### src/rtl/intr_trap_seq_if.sv
// ----------------------------------------------------------------------------
// intr_trap_seq_if
// Trap-entry handshake between intr_trap_seq (master) and the pipeline/CSR
// file (slave).
//   trap_valid  : trap-entry request, held until accepted
//   trap_ready  : pipeline accepts the redirect
//   trap_pc     : redirect target
//   trap_mepc   : value to write to mepc
//   trap_mcause : value to write to mcause
// ----------------------------------------------------------------------------
interface intr_trap_seq_if #(
    parameter int unsigned XLEN = 32
);
    logic            trap_valid;
    logic            trap_ready;
    logic [XLEN-1:0] trap_pc;
    logic [XLEN-1:0] trap_mepc;
    logic [XLEN-1:0] trap_mcause;

    modport master (
        output trap_valid,
        output trap_pc,
        output trap_mepc,
        output trap_mcause,
        input  trap_ready
    );

    modport slave (
        input  trap_valid,
        input  trap_pc,
        input  trap_mepc,
        input  trap_mcause,
        output trap_ready
    );
endinterface

### src/rtl/intr_trap_seq.sv
// ----------------------------------------------------------------------------
// intr_trap_seq
// Core-side interrupt sequencer. Latches pending interrupt requests, applies
// mie / mstatus.MIE masking with fixed priority (external > software > timer),
// waits for an instruction boundary and then issues a trap-entry request over
// a valid/ready handshake. Acknowledges the serviced source and handles mret.
//
// Ports:
//   clk, rst_n        clock, asynchronous active-low reset
//   intr_req[2:0]     level requests: [0] MSIP, [1] MTIP, [2] MEIP
//   mie_bits[2:0]     per-source enables
//   mstatus_mie       current global interrupt enable
//   mtvec             trap vector base, [1:0] = mode
//   retire_valid      instruction boundary this cycle
//   retire_next_pc    PC following the retiring instruction
//   mret_valid        an mret retires this cycle
//   trap              trap handshake (intr_trap_seq_if.master)
//   mstatus_mie_wr    one-cycle write strobe for mstatus MIE/MPIE
//   mstatus_mie_nxt   new MIE value
//   mstatus_mpie_nxt  new MPIE value
//   intr_ack[2:0]     one-hot, one-cycle acknowledge to the serviced source
//
// Build option: define MTVEC_VECTORED_EN to honour mtvec mode 1 (vectored);
// otherwise trap_pc is always the aligned mtvec base.
// ----------------------------------------------------------------------------
module intr_trap_seq #(
    parameter int unsigned XLEN = 32
) (
    input  logic                  clk,
    input  logic                  rst_n,
    input  logic [2:0]            intr_req,
    input  logic [2:0]            mie_bits,
    input  logic                  mstatus_mie,
    input  logic [XLEN-1:0]       mtvec,
    input  logic                  retire_valid,
    input  logic [XLEN-1:0]       retire_next_pc,
    input  logic                  mret_valid,
    intr_trap_seq_if.master       trap,
    output logic                  mstatus_mie_wr,
    output logic                  mstatus_mie_nxt,
    output logic                  mstatus_mpie_nxt,
    output logic [2:0]            intr_ack
);

    typedef enum logic [1:0] {
        IDLE     = 2'd0,
        WAIT_BND = 2'd1,
        TRAP_REQ = 2'd2
    } state_t;

    state_t          state_q, state_d;
    logic [2:0]      pending_q, pending_d;
    logic            mpie_q, mpie_d;
    logic [2:0]      cap_src_q, cap_src_d;
    logic            cap_mie_q, cap_mie_d;
    logic            valid_q, valid_d;
    logic [XLEN-1:0] pc_q, pc_d;
    logic [XLEN-1:0] mepc_q, mepc_d;
    logic [XLEN-1:0] cause_q, cause_d;
    logic [2:0]      ack_q, ack_d;
    logic            wr_q, wr_d;
    logic            mie_nxt_q, mie_nxt_d;
    logic            mpie_nxt_q, mpie_nxt_d;

    logic [2:0]      eligible;
    logic [2:0]      sel_src;
    logic [3:0]      sel_code;
    logic [XLEN-1:0] tvec_base;
    logic [XLEN-1:0] tvec_target;
    logic [XLEN-1:0] sel_cause;

    // The source being acknowledged this cycle is excluded so its stale
    // pending bit cannot restart the sequencer before it clears.
    assign eligible = pending_q & ~ack_q & mie_bits & {3{mstatus_mie}};

    always_comb begin
        sel_src  = '0;
        sel_code = 4'd0;
        if (eligible[2]) begin
            sel_src  = 3'b100;
            sel_code = 4'd11;
        end else if (eligible[0]) begin
            sel_src  = 3'b001;
            sel_code = 4'd3;
        end else if (eligible[1]) begin
            sel_src  = 3'b010;
            sel_code = 4'd7;
        end
    end

    assign tvec_base = {mtvec[XLEN-1:2], 2'b00};

`ifdef MTVEC_VECTORED_EN
    // Only mode 1 is vectored; reserved modes 2/3 fall back to direct.
    assign tvec_target = (mtvec[1:0] == 2'b01)
                       ? tvec_base + (XLEN'(sel_code) << 2)
                       : tvec_base;
`else
    logic unused_mode_bits;
    assign unused_mode_bits = ^mtvec[1:0];
    assign tvec_target      = tvec_base;
`endif

    always_comb begin
        sel_cause           = XLEN'(sel_code);
        sel_cause[XLEN-1]   = 1'b1;
    end

    // Pending: set by a high request, cleared by the acknowledge, and
    // otherwise follows a falling request unless that source is captured.
    always_comb begin
        pending_d = pending_q;
        for (int unsigned i = 0; i < 3; i++) begin
            if (ack_q[i]) begin
                pending_d[i] = 1'b0;
            end else if (intr_req[i]) begin
                pending_d[i] = 1'b1;
            end else if (!((state_q == TRAP_REQ) && cap_src_q[i])) begin
                pending_d[i] = 1'b0;
            end
        end
    end

    always_comb begin
        state_d    = state_q;
        mpie_d     = mpie_q;
        cap_src_d  = cap_src_q;
        cap_mie_d  = cap_mie_q;
        valid_d    = valid_q;
        pc_d       = pc_q;
        mepc_d     = mepc_q;
        cause_d    = cause_q;
        ack_d      = '0;
        wr_d       = 1'b0;
        mie_nxt_d  = mie_nxt_q;
        mpie_nxt_d = mpie_nxt_q;

        unique case (state_q)
            IDLE: begin
                if (mret_valid) begin
                    wr_d       = 1'b1;
                    mie_nxt_d  = mpie_q;
                    mpie_nxt_d = 1'b1;
                    mpie_d     = 1'b1;
                end
                if (eligible != 3'b000) begin
                    state_d = WAIT_BND;
                end
            end

            WAIT_BND: begin
                if (mret_valid) begin
                    wr_d       = 1'b1;
                    mie_nxt_d  = mpie_q;
                    mpie_nxt_d = 1'b1;
                    mpie_d     = 1'b1;
                end
                if (eligible == 3'b000) begin
                    state_d = IDLE;
                end else if (retire_valid && !mret_valid) begin
                    // Capture everything now; trap_valid rises one cycle
                    // later with the outputs already stable.
                    cap_src_d = sel_src;
                    cap_mie_d = mstatus_mie;
                    pc_d      = tvec_target;
                    mepc_d    = retire_next_pc;
                    cause_d   = sel_cause;
                    state_d   = TRAP_REQ;
                end
            end

            TRAP_REQ: begin
                if (!valid_q) begin
                    valid_d = 1'b1;
                end else if (trap.trap_ready) begin
                    valid_d    = 1'b0;
                    ack_d      = cap_src_q;
                    wr_d       = 1'b1;
                    mie_nxt_d  = 1'b0;
                    mpie_nxt_d = cap_mie_q;
                    mpie_d     = cap_mie_q;
                    state_d    = IDLE;
                end
            end

            default: begin
                state_d = IDLE;
                valid_d = 1'b0;
            end
        endcase
    end

    always_ff @(posedge clk or negedge rst_n) begin
        if (!rst_n) begin
            state_q    <= IDLE;
            pending_q  <= '0;
            mpie_q     <= 1'b1;
            cap_src_q  <= '0;
            cap_mie_q  <= 1'b0;
            valid_q    <= 1'b0;
            pc_q       <= '0;
            mepc_q     <= '0;
            cause_q    <= '0;
            ack_q      <= '0;
            wr_q       <= 1'b0;
            mie_nxt_q  <= 1'b0;
            mpie_nxt_q <= 1'b0;
        end else begin
            state_q    <= state_d;
            pending_q  <= pending_d;
            mpie_q     <= mpie_d;
            cap_src_q  <= cap_src_d;
            cap_mie_q  <= cap_mie_d;
            valid_q    <= valid_d;
            pc_q       <= pc_d;
            mepc_q     <= mepc_d;
            cause_q    <= cause_d;
            ack_q      <= ack_d;
            wr_q       <= wr_d;
            mie_nxt_q  <= mie_nxt_d;
            mpie_nxt_q <= mpie_nxt_d;
        end
    end

    assign trap.trap_valid  = valid_q;
    assign trap.trap_pc     = pc_q;
    assign trap.trap_mepc   = mepc_q;
    assign trap.trap_mcause = cause_q;
    assign intr_ack         = ack_q;
    assign mstatus_mie_wr   = wr_q;
    assign mstatus_mie_nxt  = mie_nxt_q;
    assign mstatus_mpie_nxt = mpie_nxt_q;

endmodule
### src/flat_wrapper.sv
// flat-port wrapper written by rule: the top's interface ports become plain ports
module intr_trap_seq_flat 
#(
    parameter int unsigned XLEN = 32
)
  (clk, rst_n, intr_req, mie_bits, mstatus_mie, mtvec, retire_valid, retire_next_pc, mret_valid, mstatus_mie_wr, mstatus_mie_nxt, mstatus_mpie_nxt, intr_ack, trap_trap_valid, trap_trap_pc, trap_trap_mepc, trap_trap_mcause, trap_trap_ready);
  intr_trap_seq_if #(.XLEN(XLEN)) trap_i ();
  input  logic clk;
  input  logic rst_n;
  input  logic [2:0] intr_req;
  input  logic [2:0] mie_bits;
  input  logic mstatus_mie;
  input  logic [XLEN-1:0] mtvec;
  input  logic retire_valid;
  input  logic [XLEN-1:0] retire_next_pc;
  input  logic mret_valid;
  output logic mstatus_mie_wr;
  output logic mstatus_mie_nxt;
  output logic mstatus_mpie_nxt;
  output logic [2:0] intr_ack;
  output wire logic [$bits(trap_i.trap_valid)-1:0] trap_trap_valid;
  output wire logic [$bits(trap_i.trap_pc)-1:0] trap_trap_pc;
  output wire logic [$bits(trap_i.trap_mepc)-1:0] trap_trap_mepc;
  output wire logic [$bits(trap_i.trap_mcause)-1:0] trap_trap_mcause;
  input wire logic [$bits(trap_i.trap_ready)-1:0] trap_trap_ready;
  assign trap_trap_valid = trap_i.trap_valid;
  assign trap_trap_pc = trap_i.trap_pc;
  assign trap_trap_mepc = trap_i.trap_mepc;
  assign trap_trap_mcause = trap_i.trap_mcause;
  assign trap_i.trap_ready = trap_trap_ready;
  intr_trap_seq #(.XLEN(XLEN)) u_core (.clk(clk), .rst_n(rst_n), .intr_req(intr_req), .mie_bits(mie_bits), .mstatus_mie(mstatus_mie), .mtvec(mtvec), .retire_valid(retire_valid), .retire_next_pc(retire_next_pc), .mret_valid(mret_valid), .trap(trap_i), .mstatus_mie_wr(mstatus_mie_wr), .mstatus_mie_nxt(mstatus_mie_nxt), .mstatus_mpie_nxt(mstatus_mpie_nxt), .intr_ack(intr_ack));
endmodule
### config.mk
export PLATFORM = sky130hd
export DESIGN_NAME = intr_trap_seq_flat
export DESIGN_NICKNAME = d
export VERILOG_FILES = /design/src/rtl/intr_trap_seq_if.sv /design/src/rtl/intr_trap_seq.sv /design/src/flat_wrapper.sv
export SDC_FILE = /design/constraint.sdc
export NUM_CORES = 1
export LEC_CHECK = 0
export CAP_MARGIN = 20
export CORE_ASPECT_RATIO = 0.7
export CORE_UTILIZATION = 42
export CTS_CLUSTER_SIZE = 16
export DETAILED_ROUTE_END_ITERATION = 12
export GPL_ROUTABILITY_DRIVEN = 0
export PLACE_DENSITY_LB_ADDON = 0.3
export SLEW_MARGIN = 0
export SYNTH_ARGS = -nofsm -noshare
export SYNTH_HDL_FRONTEND = slang
export SYNTH_SLANG_ARGS = --single-unit
### constraint.sdc
create_clock -name clk -period 4.87 [get_ports clk]
set_clock_uncertainty 0.15 [all_clocks]
set_input_delay 0.7305 -clock clk [delete_from_list [all_inputs] [get_ports clk]]
set_output_delay 0.7305 -clock clk [all_outputs]
set_load 0.01 [all_outputs]
==> results.md <==
- Die Span Y: about 80 microns
- Clock latency on the worst-skew pair: 0.33 ns
- Critical Path End Type: flop
- Status: finished, violations left
- CP Data Required Time: between 4 and 5 ns
- Initial DRC Count: 93
- Top FF cell, synth: dfrtp_1
- Avg Inst Size Synth: 15.2 sq um
- Sw Ratio: around a quarter
- #FFs+latches synth: between 80 and 90
- P&R area growth vs syn: 49.1%
- Post-synth EDFFs: 0
- Seq. cell area: roughly 2000 sq um
- Fillers: just over 600
- Worst hold path class: in -> async
- Hold slack final: roughly 0.19 ns
- Seq pwr share: between 30% and 40%
- CTS tree: yes
- Count leader, synth: dfrtp_1
- Lkg Pwr: about 0.0023 uW
- # IOs: about 180
- Antenna viol nets, final: 0
- Final Max Tran Viols: 0
- R2R Path End: u_core.trap.trap_pc[8]$_DFFE_PN0P_
- Final cycle utilization of the critical path: around 62%
- Power Internal: 1880 uW
- # hold bufs at CTS: 0
- CTS root buffer: clkbuf_16
- Post-route DRC: 14
- Clock power share: roughly 29%
- Startpoint types: input pin
- Reg-to-reg slack, setup: roughly 2.3 ns
- Synth Instances: roughly 230
- Top cells by area, synth: dfrtp_1, mux2_4, buf_4
- I/O Buffers: 147
- Worst-case reg-to-reg path depth: 4
- Period minus WS final: roughly 3 ns
- Crit path max fanout: 26
- Yosys warning count: 0
- CTS sink cnt: just over 80
- Post-route setup TNS: 0 ns
- Sw Pwr: between 600 and 700 uW
- Congestion Overflow GR: 0
- Initial core utilization: roughly 44%
- Max Freq: 332 MHz
- GRT Util Overall: between 10% and 20%
- Critical path arrival: 3.07 ns
- Pre-antenna DRT Iters: 8
- Vias in the first global route: 2340
- Cell taking the most area after synthesis: dfrtp_1
- DR vias/cell: about 4.6
- Yosys cell types: 34
- RSZ-0062 raised after global routing: false
- Largest net degree at the start of global routing: 82
- Power Density: 476 nW/um^2
- Total Die Area: around 9000 sq um
- Post-synth top area share: 56.3%
- CTS Buffer Depth: 2
- CTS Buf Count: 9
- Core ar.: roughly 8000 sq um
- Vias: around 2300
- Number of inserted diodes: 0
- First-pass GRT wire length: 11.9 mm
- Top post-synthesis cells by count: dfrtp_1, mux2_4, buf_4
- Combinational share of power: between 30% and 40%
- Reg-to-Reg Start: u_core.state_q[1]$_DFFE_PN0P_
- Setup bufs post-CTS: 0
- Failing checks: DRC
- Worst-Margin Slew: approximately 0.74 ns
- Fin. Hold Viols: 0
- Async set-or-reset flop fraction in the synthesized netlist: 100%
- Rel. slew slack: approximately half
- Hpwl dp: around 5.3 mm
- Site row count: 27
- Net count, final: roughly 460
- Seq/Total Area, Yosys: a little under three fifths
- Resized cells post-CTS: 0
- Maxcap violations: 0
- Setup-failing EPs final: 0
- Max IR drop VDD: between 0.2 and 0.3 mV
- DR WL/cell: ~15 microns
- Post-Syn Area: roughly 3600 sq um
- Setup CP Type: in -> reg
- Multi-input logic area: between 1000 and 1500 sq um
- Share of cells above drive strength 1: between 20% and 30%
- Clock Pin Slew Worst Setup and Hold Paths: around 0.060 ns
- Htree depth: 3
- WL final: about 7.5 mm
- Antenna violations before repair: 0
- Die width: between 100 and 150 microns
[sequential cells by signal (all words and copies together), names as in the netlist, 2 cells and up]
register and count:
u_core.cap_src_q 2, u_core.intr_ack 3, u_core.pending_q 3, u_core.state_q 2, u_core.trap.trap_mcause 3, u_core.trap.trap_mepc 32, u_core.trap.trap_pc 30
[worst max-delay path by stage]
stage               start  cells after the start                                     to
3_3_place_gp   mret_valid                      5  u_core.trap.trap_mepc[11]$_DFFE_PN0P_
6_report       mret_valid                      5     u_core.trap.trap_pc[8]$_DFFE_PN0P_
5_1_grt        mret_valid                      5    u_core.trap.trap_pc[20]$_DFFE_PN0P_
2_1_floorplan  mret_valid                      5   u_core.trap.trap_mepc[0]$_DFFE_PN0P_
4_1_cts        mret_valid                      5     u_core.trap.trap_pc[8]$_DFFE_PN0P_
3_5_place_dp   mret_valid                      5     u_core.trap.trap_pc[8]$_DFFE_PN0P_
[power by group through the flow]
stage	Combinational, uW	Clock, uW	Sequential (uW)
floorplan	286	0	1050
global placement	812	0	970
CTS	828	754	971
global route	873	783	995
detailed placement	822	0	978
finish	822	731	969
[layout make-up]
type,count,share of cell area [%]
Tap cell,101,2.38
Clock buffer,10,4.51
Multi-Input combinational cell,138,24.3
Sequential cell,81,38.3
Timing Repair Buffer,151,28.7
Inverter,2,0.142
Clock inverter,6,1.72
[layer usage]
metal	track usage [%]	share of wire [%]	vias up	routed length, microns
li1	-	-	1046	-
met4	6.00	0.74	0	56
met1	23.8	44	1089	3290
met2	24.7	44	111	3310
met5	0	0	-	0
met3	8.47	12	5	878
[placed cells by master (no fill, tap or decap)]
master           instances
clkdlybuf4s50_1        146
dfrtp_1                 80
mux2_4                  47
conb_1                  29
mux2_2                  15
clkbuf_16                9
nor2_1                   5
o21ai_0                  4
nand2_1                  4
nor3_1                   4
buf_4                    4
and4b_1                  3
and2_1                   3
or2_1                    3
a21oi_1                  3
a31oi_1                  3
clkinvlp_4               3
nand2b_1                 2
inv_1                    2
mux2i_1                  2
bufinv_16                2
and4b_4                  1
and4bb_2                 1
o31a_2                   1
a22o_1                   1
or3_1                    1
o21ba_2                  1
nand4b_1                 1
a32o_1                   1
nor2b_1                  1
o22ai_1                  1
or2_2                    1
clkinv_4                 1
clkbuf_8                 1
buf_16                   1
dfstp_2                  1
[kinds of logic after synthesis]
family / synth area share, %
multiplexers: 25.2
AO/OA/AOI/OAI: 2.74
flip-flops: 57.0
buffers and inverters: 9.68
AND/OR/NAND/NOR: 5.28
other: 0.105
[per-stage QoR]
stage	total power, uW	cell area (sq um)	std cells	setup slack (ns)	utilization, %
6_report	2520	5300	489	1.86	65.9
5_1_grt	2650	5300	489	1.72	65.9
4_1_cts	2550	5270	488	1.82	65.6
3_5_place_dp	1800	4940	472	1.47	61.5
3_3_place_gp	1780	4940	472	1.47	61.5
2_1_floorplan	1340	3660	262	2.76	-
[critical path, stage by stage]
cell and delay (ns):
clkdlybuf4s50_1 0.50, and4bb_2 0.40, o31a_2 0.64, buf_4 0.45, mux2_4 0.34
No activity file was read; power rests on OpenSTA's default activity.
